`src/rtl/reg_file_sb.sv`:
```
// reg_file_sb -- MiniRISC register file with busy-bit scoreboard.
//
// Holds 2**ADDR_W registers (r0 hard-wired to zero), two combinational read
// ports with write-through bypass from the writeback port, and one busy bit
// per register tracking in-flight producers so decode can stall on RAW/WAW.
//
// Optional feature macro: REGFILE_SP_INIT_EN
//   defined   -> r29 (stack pointer) resets to SP_INIT
//   undefined -> every register resets to zero
//
// Ports:
//   clk, rst_n            clock (rising edge) / async active-low reset
//   rs_addr, rt_addr      read indices
//   rs_data, rt_data      read data (bypassed from writeback)
//   wr_en/wr_addr/wr_data writeback port
//   issue_en/issue_addr   destination of the instruction leaving decode
//   rs_busy, rt_busy      read operand has an outstanding producer
//   stall                 decode must hold this cycle
module reg_file_sb #(
    parameter int              DATA_W  = 32,
    parameter int              ADDR_W  = 5,
    parameter logic [DATA_W-1:0] SP_INIT = 32'h0000_03FC
) (
    input  logic              clk,
    input  logic              rst_n,
    input  logic [ADDR_W-1:0] rs_addr,
    input  logic [ADDR_W-1:0] rt_addr,
    output logic [DATA_W-1:0] rs_data,
    output logic [DATA_W-1:0] rt_data,
    input  logic              wr_en,
    input  logic [ADDR_W-1:0] wr_addr,
    input  logic [DATA_W-1:0] wr_data,
    input  logic              issue_en,
    input  logic [ADDR_W-1:0] issue_addr,
    output logic              rs_busy,
    output logic              rt_busy,
    output logic              stall
);

    localparam int NREG  = 1 << ADDR_W;
    localparam int SP_IX = 29;

`ifdef REGFILE_SP_INIT_EN
    localparam logic [DATA_W-1:0] SP_RST = SP_INIT;
`else
    localparam logic [DATA_W-1:0] SP_RST = (SP_INIT & '0);
`endif

    logic [NREG-1:0][DATA_W-1:0] regs_q;
    logic [NREG-1:0]             busy_q;

    // Writeback qualifiers; r0 is never a real destination.
    logic wr_nz, wr_hit_rs, wr_hit_rt, wr_hit_iss;
    logic rs_busy_d, rt_busy_d, waw_d, stall_d;
    logic issue_ok;

    always_comb begin
        wr_nz      = wr_en & (wr_addr != '0);
        wr_hit_rs  = wr_en & (wr_addr == rs_addr);
        wr_hit_rt  = wr_en & (wr_addr == rt_addr);
        wr_hit_iss = wr_en & (wr_addr == issue_addr);

        // A writeback landing this cycle resolves the hazard it would raise.
        rs_busy_d = busy_q[rs_addr] & ~wr_hit_rs & (rs_addr != '0);
        rt_busy_d = busy_q[rt_addr] & ~wr_hit_rt & (rt_addr != '0);
        waw_d     = issue_en & (issue_addr != '0) & busy_q[issue_addr] & ~wr_hit_iss;
        stall_d   = rs_busy_d | rt_busy_d | waw_d;

        issue_ok  = issue_en & ~stall_d & (issue_addr != '0);
    end

    // Outputs forced to zero while reset is held, even if the writeback
    // port is toggling, so nothing downstream sees stale bypass data.
    always_comb begin
        rs_data = '0;
        rt_data = '0;
        if (rst_n) begin
            if (rs_addr != '0) rs_data = (wr_nz && wr_hit_rs) ? wr_data : regs_q[rs_addr];
            if (rt_addr != '0) rt_data = (wr_nz && wr_hit_rt) ? wr_data : regs_q[rt_addr];
        end
    end

    assign rs_busy = rst_n & rs_busy_d;
    assign rt_busy = rst_n & rt_busy_d;
    assign stall   = rst_n & stall_d;

    always_ff @(posedge clk or negedge rst_n) begin
        if (!rst_n) begin
            for (int i = 0; i < NREG; i++) begin
                regs_q[i] <= (i == SP_IX) ? SP_RST : '0;
                busy_q[i] <= 1'b0;
            end
        end else begin
            for (int i = 1; i < NREG; i++) begin
                if (wr_en && wr_addr == ADDR_W'(i))
                    regs_q[i] <= wr_data;
                // Set wins over clear: a new producer issued on the same
                // edge as the old one retires owns the register.
                if (issue_ok && issue_addr == ADDR_W'(i))
                    busy_q[i] <= 1'b1;
                else if (wr_en && wr_addr == ADDR_W'(i))
                    busy_q[i] <= 1'b0;
            end
        end
    end

endmodule

```
`config.mk`:
```
export PLATFORM = sky130hd
export DESIGN_NAME = reg_file_sb
export DESIGN_NICKNAME = d
export VERILOG_FILES = /design/src/rtl/reg_file_sb.sv
export SDC_FILE = /design/constraint.sdc
export NUM_CORES = 2
export LEC_CHECK = 0
export ABC_CLOCK_PERIOD_IN_PS = 3300
export CORE_MARGIN = 8
export CORE_UTILIZATION = 61
export CTS_BUF_LIST = sky130_fd_sc_hd__clkbuf_16
export CTS_CLUSTER_SIZE = 14
export DETAILED_ROUTE_END_ITERATION = 12
export PLACE_DENSITY = 0.77
export RECOVER_POWER = 100
export SLEW_MARGIN = 0
export SYNTH_ARGS = -nofsm -noshare
export SYNTH_HDL_FRONTEND = slang
export SYNTH_SLANG_ARGS = --single-unit
```
`constraint.sdc`:
```
create_clock -name clk -period 3.3 [get_ports clk]
set_input_delay 0.33 -clock clk [delete_from_list [all_inputs] [get_ports clk]]
set_output_delay 0.33 -clock clk [all_outputs]
set_load 0.05 [all_outputs]
```
==> flow_summary.yaml <==
status:
  status: "finished, violations left"
  violations: "max-capacitance violations, max-slew violations"
pwr:
  p_total_w: 0.03777
  power_density_nw_per_um2: 599.0
  power.leakage_nw: 27.00
  ir_worst_vdd_v: 0.0004728
worst_hold_path:
  min_path_type: "in2reg"
  whs_path_depth: 4
timing:
  max_freq_mhz: 304.7
  worstMarginPinSlew_ns: 1.929
  rsz0062_at_grt: "no"
  hold_viol: 0
  final_max_slew_viol_count: 383
  slew_headroom: -0.2863
  fin_crit_ns: 3.282
  finalSetupViolCount: 0
  finClkSkew_ns: 0.007895
  fin_hold_ws_ns: 0.4607
  fin_crit_sh: 0.9946
setup_path:
  cp.required_ns: 2.97
  critPathMostFrequentCell: "buf_4"
  startpoint_type: "input pin"
  cp_num_buf_inv: 5
  path_depth: 9
  critPathKind: "in2out"
  crit_fanout: 19
  reg2reg_depth: 6
  cp_slowest_cell: "clkdlybuf4s50_1"
  endpoint_kind: "output pin"
  cpPeakStageDelay_ns: 0.52
  crit_path_cell_trace: "clkdlybuf4s50_1 > buf_4 > or2_0 > o41ai_2 > buf_4 > o21ai_4 > buf_4 > o21ai_1 > buf_12"
  cp_top_family: "buffers and inverters"
  arrival_ns: 2.95
run:
  drv_cap: 11
floorplan:
  initial_core_util: 0.6165
  coreArea_sq_um: 90290
  die_area_sq_um: 101200
  ios: 123
  die_h_microns: 318.1
  rows: 110
  die_w_microns: 318.1
route:
  finalWirelength_mm: 169.3
  dr_total_vias: 36690
  vias_per_cell: 7.441
  firstDrtPassIters: 5
  first_iter_violations: 4093
  wl_per_cell_microns: 34.34
  drcViolationCount: 0
  postRouteAntennaNets: 0
synthesis:
  muxShareOfSynthArea: 0.4671
  synth-simple-area-share: 0.01994
  synth-xor-area-share: 0.002360
  async_flop_share: 1.000
  syn_inst: 3595
  synthAdderAreaFrac: 0
  ys_seq_elements: 1023
  synth-compound-area-share: 0.02234
  syn_nets: 3651
  synth_top_family_by_area: "multiplexers"
  ys_warn_count: 33
  synth_ff_type: "dfrtp_1"
  yosysSeqAreaShare: 0.4599
  synth_edf_count: 0
  syn_area_per_cell_sq_um: 15.48
  synth_cell_types: 46
  synth_area_sq_um: 55660
clock_network:
  path_clk_slew_ns: 0.06
  cts_root_buffer: "clkbuf_16"
  clockBufferDepth: 3
  numClockSinks: 1023
  cts_tree: "yes"
  numCtsBuffers: 109
  cts_max_level: 3
  insertion_delay_ns: 0.69
placement:
  place.port_buffers: 122
  dpl.hpwl_mm: 102.1
  place_congestion: 0.8839
grt:
  grt_pass1_wl_mm: 255.1
  grt_pass1_vias: 39100
  gr-usage-all-layers: 0.3324
  grt_max_degree: 180
  antenna_found_initial: 3
  overflow: 0
finish:
  synthToLayoutAreaGrowth_pct: 13.27
  regArea_sq_um: 25600
  drive_above_1_share: 0.5511
  nNetsFinal: 3726
  multiInputGateArea_sq_um: 28590
  fillCellCount: 5758
  final_cell_mix: "mux2_2, dfrtp_1, mux4_2"
  final_common_cell: "mux2_2"
-- power breakdown --
| part | switching (W) | total, W | leakage (nW) | internal (W) |
|---|---|---|---|---|
| Clock | 0.00521 | 0.0117 | 1.74 | 0.00650 |
| Sequential | 0.00195 | 0.0170 | 13.1 | 0.0150 |
| Combinational | 0.00364 | 0.00910 | 12.2 | 0.00546 |
| Total | 0.0108 | 0.0378 | 27.0 | 0.0270 |
-- worst min-delay path, stage by stage --
cell	delay, ns
clkdlybuf4s50_1	0.44
buf_12	0.17
nand3_1	0.09
o31ai_1	0.06
-- cell type report --
| type | count | area share |
|---|---|---|
| Tap cell | 1176 | 0.02334 |
| Antenna cell | 1 | 0.00003969 |
| Clock inverter | 85 | 0.009367 |
| Clock buffer | 110 | 0.04366 |
| Multi-Input combinational cell | 2172 | 0.4534 |
| Sequential cell | 1023 | 0.4060 |
| Inverter | 3 | 0.0001786 |
| Timing Repair Buffer | 361 | 0.06396 |
-- final timing paths --
check / slack [ns] / to / from
setup / recovery: 0.02 / rt_data[21] / wr_addr[1]
hold / removal: 0.46 / busy_q[27]$_DFFE_PN0P_ / issue_addr[0]
setup reg to reg: 0.09 / busy_q[16]$_DFFE_PN0P_ / busy_q[15]$_DFFE_PN0P_
hold reg to reg: 0.52 / regs_q[202]$_DFFE_PN0P_ / regs_q[202]$_DFFE_PN0P_
max in group asynchronous: 0.43 / regs_q[805]$_DFFE_PN0P_ / rst_n
min in group asynchronous: 0.49 / regs_q[889]$_DFFE_PN0P_ / rst_n
-- state kept, by name, indices dropped and copies added (netlist names) --
signal	count
busy_q	31
regs_q	992
-- Yosys cell counts (2+ instances only) --
cell,instances,area share
o211ai_1,2,0.00027
nand3b_1,2,0.00027
or2_2,6,0.00067
nor2b_1,6,0.00067
xnor2_1,3,0.00047
a22o_1,31,0.0049
mux4_2,595,0.24
a211o_1,2,0.00031
buf_6,2,0.00040
o31ai_1,33,0.0045
inv_1,3,0.00020
nand4_1,3,0.00034
nor4_1,5,0.00056
or4_1,2,0.00027
xor2_1,12,0.0019
a31oi_1,2,0.00022
nand3_1,71,0.0064
buf_2,41,0.0037
a21oi_1,2,0.00018
nor3b_1,3,0.00040
nand4b_1,2,0.00031
o21ai_0,117,0.011
nor2_1,31,0.0021
buf_4,3,0.00040
nand2b_1,9,0.0010
buf_1,95,0.0064
dfrtp_1,1023,0.46
nand2_1,83,0.0056
mux2i_1,102,0.018
clkbuf_1,256,0.017
nor3_1,6,0.00054
mux2_2,1028,0.21
-- timing repair --
| item | CTS | global route |
|---|---|---|
| hold buffers | 1 | 0 |
| gates resized for setup | 1 | 1 |
| setup buffers | 0 | 0 |
| endpoints found under the hold margin | 209 | 0 |
| endpoints found under the setup margin | 1 | 1 |
-- kinds of logic (layout without fill, tap and decap cells) --
group	after synthesis	after routing
AO/OA/AOI/OAI	198	198
flip-flops	1023	1023
AND/OR/NAND/NOR	234	234
other	0	1
multiplexers	1725	1725
buffers and inverters	400	559
XOR/XNOR	15	15
-- routing by layer --
metal | routed length (microns) | part of all wire | track usage
met4 | 9732 | 0.057 | 0.1617
met1 | 61920 | 0.37 | 0.4295
met2 | 82690 | 0.49 | 0.5415
met5 | 15 | 0.000089 | 0
met3 | 14970 | 0.088 | 0.06732
-- stage by stage --
step / util / cells / setup WS [ns] / TNS, ns / instance area [sq um]
after floorplan: - / 3595 / 0.004351 / 0 / 55660
after global placement: 0.6684 / 4734 / -0.03109 / -0.03109 / 60340
after detailed placement: 0.6684 / 4734 / -0.1194 / -0.1194 / 60340
after CTS: 0.7055 / 4930 / 0.05587 / 0 / 63700
after global routing: 0.6983 / 4930 / 0.01061 / 0 / 63050
final: 0.6983 / 4931 / 0.01798 / 0 / 63050
No activity file was read; power rests on OpenSTA's default activity.
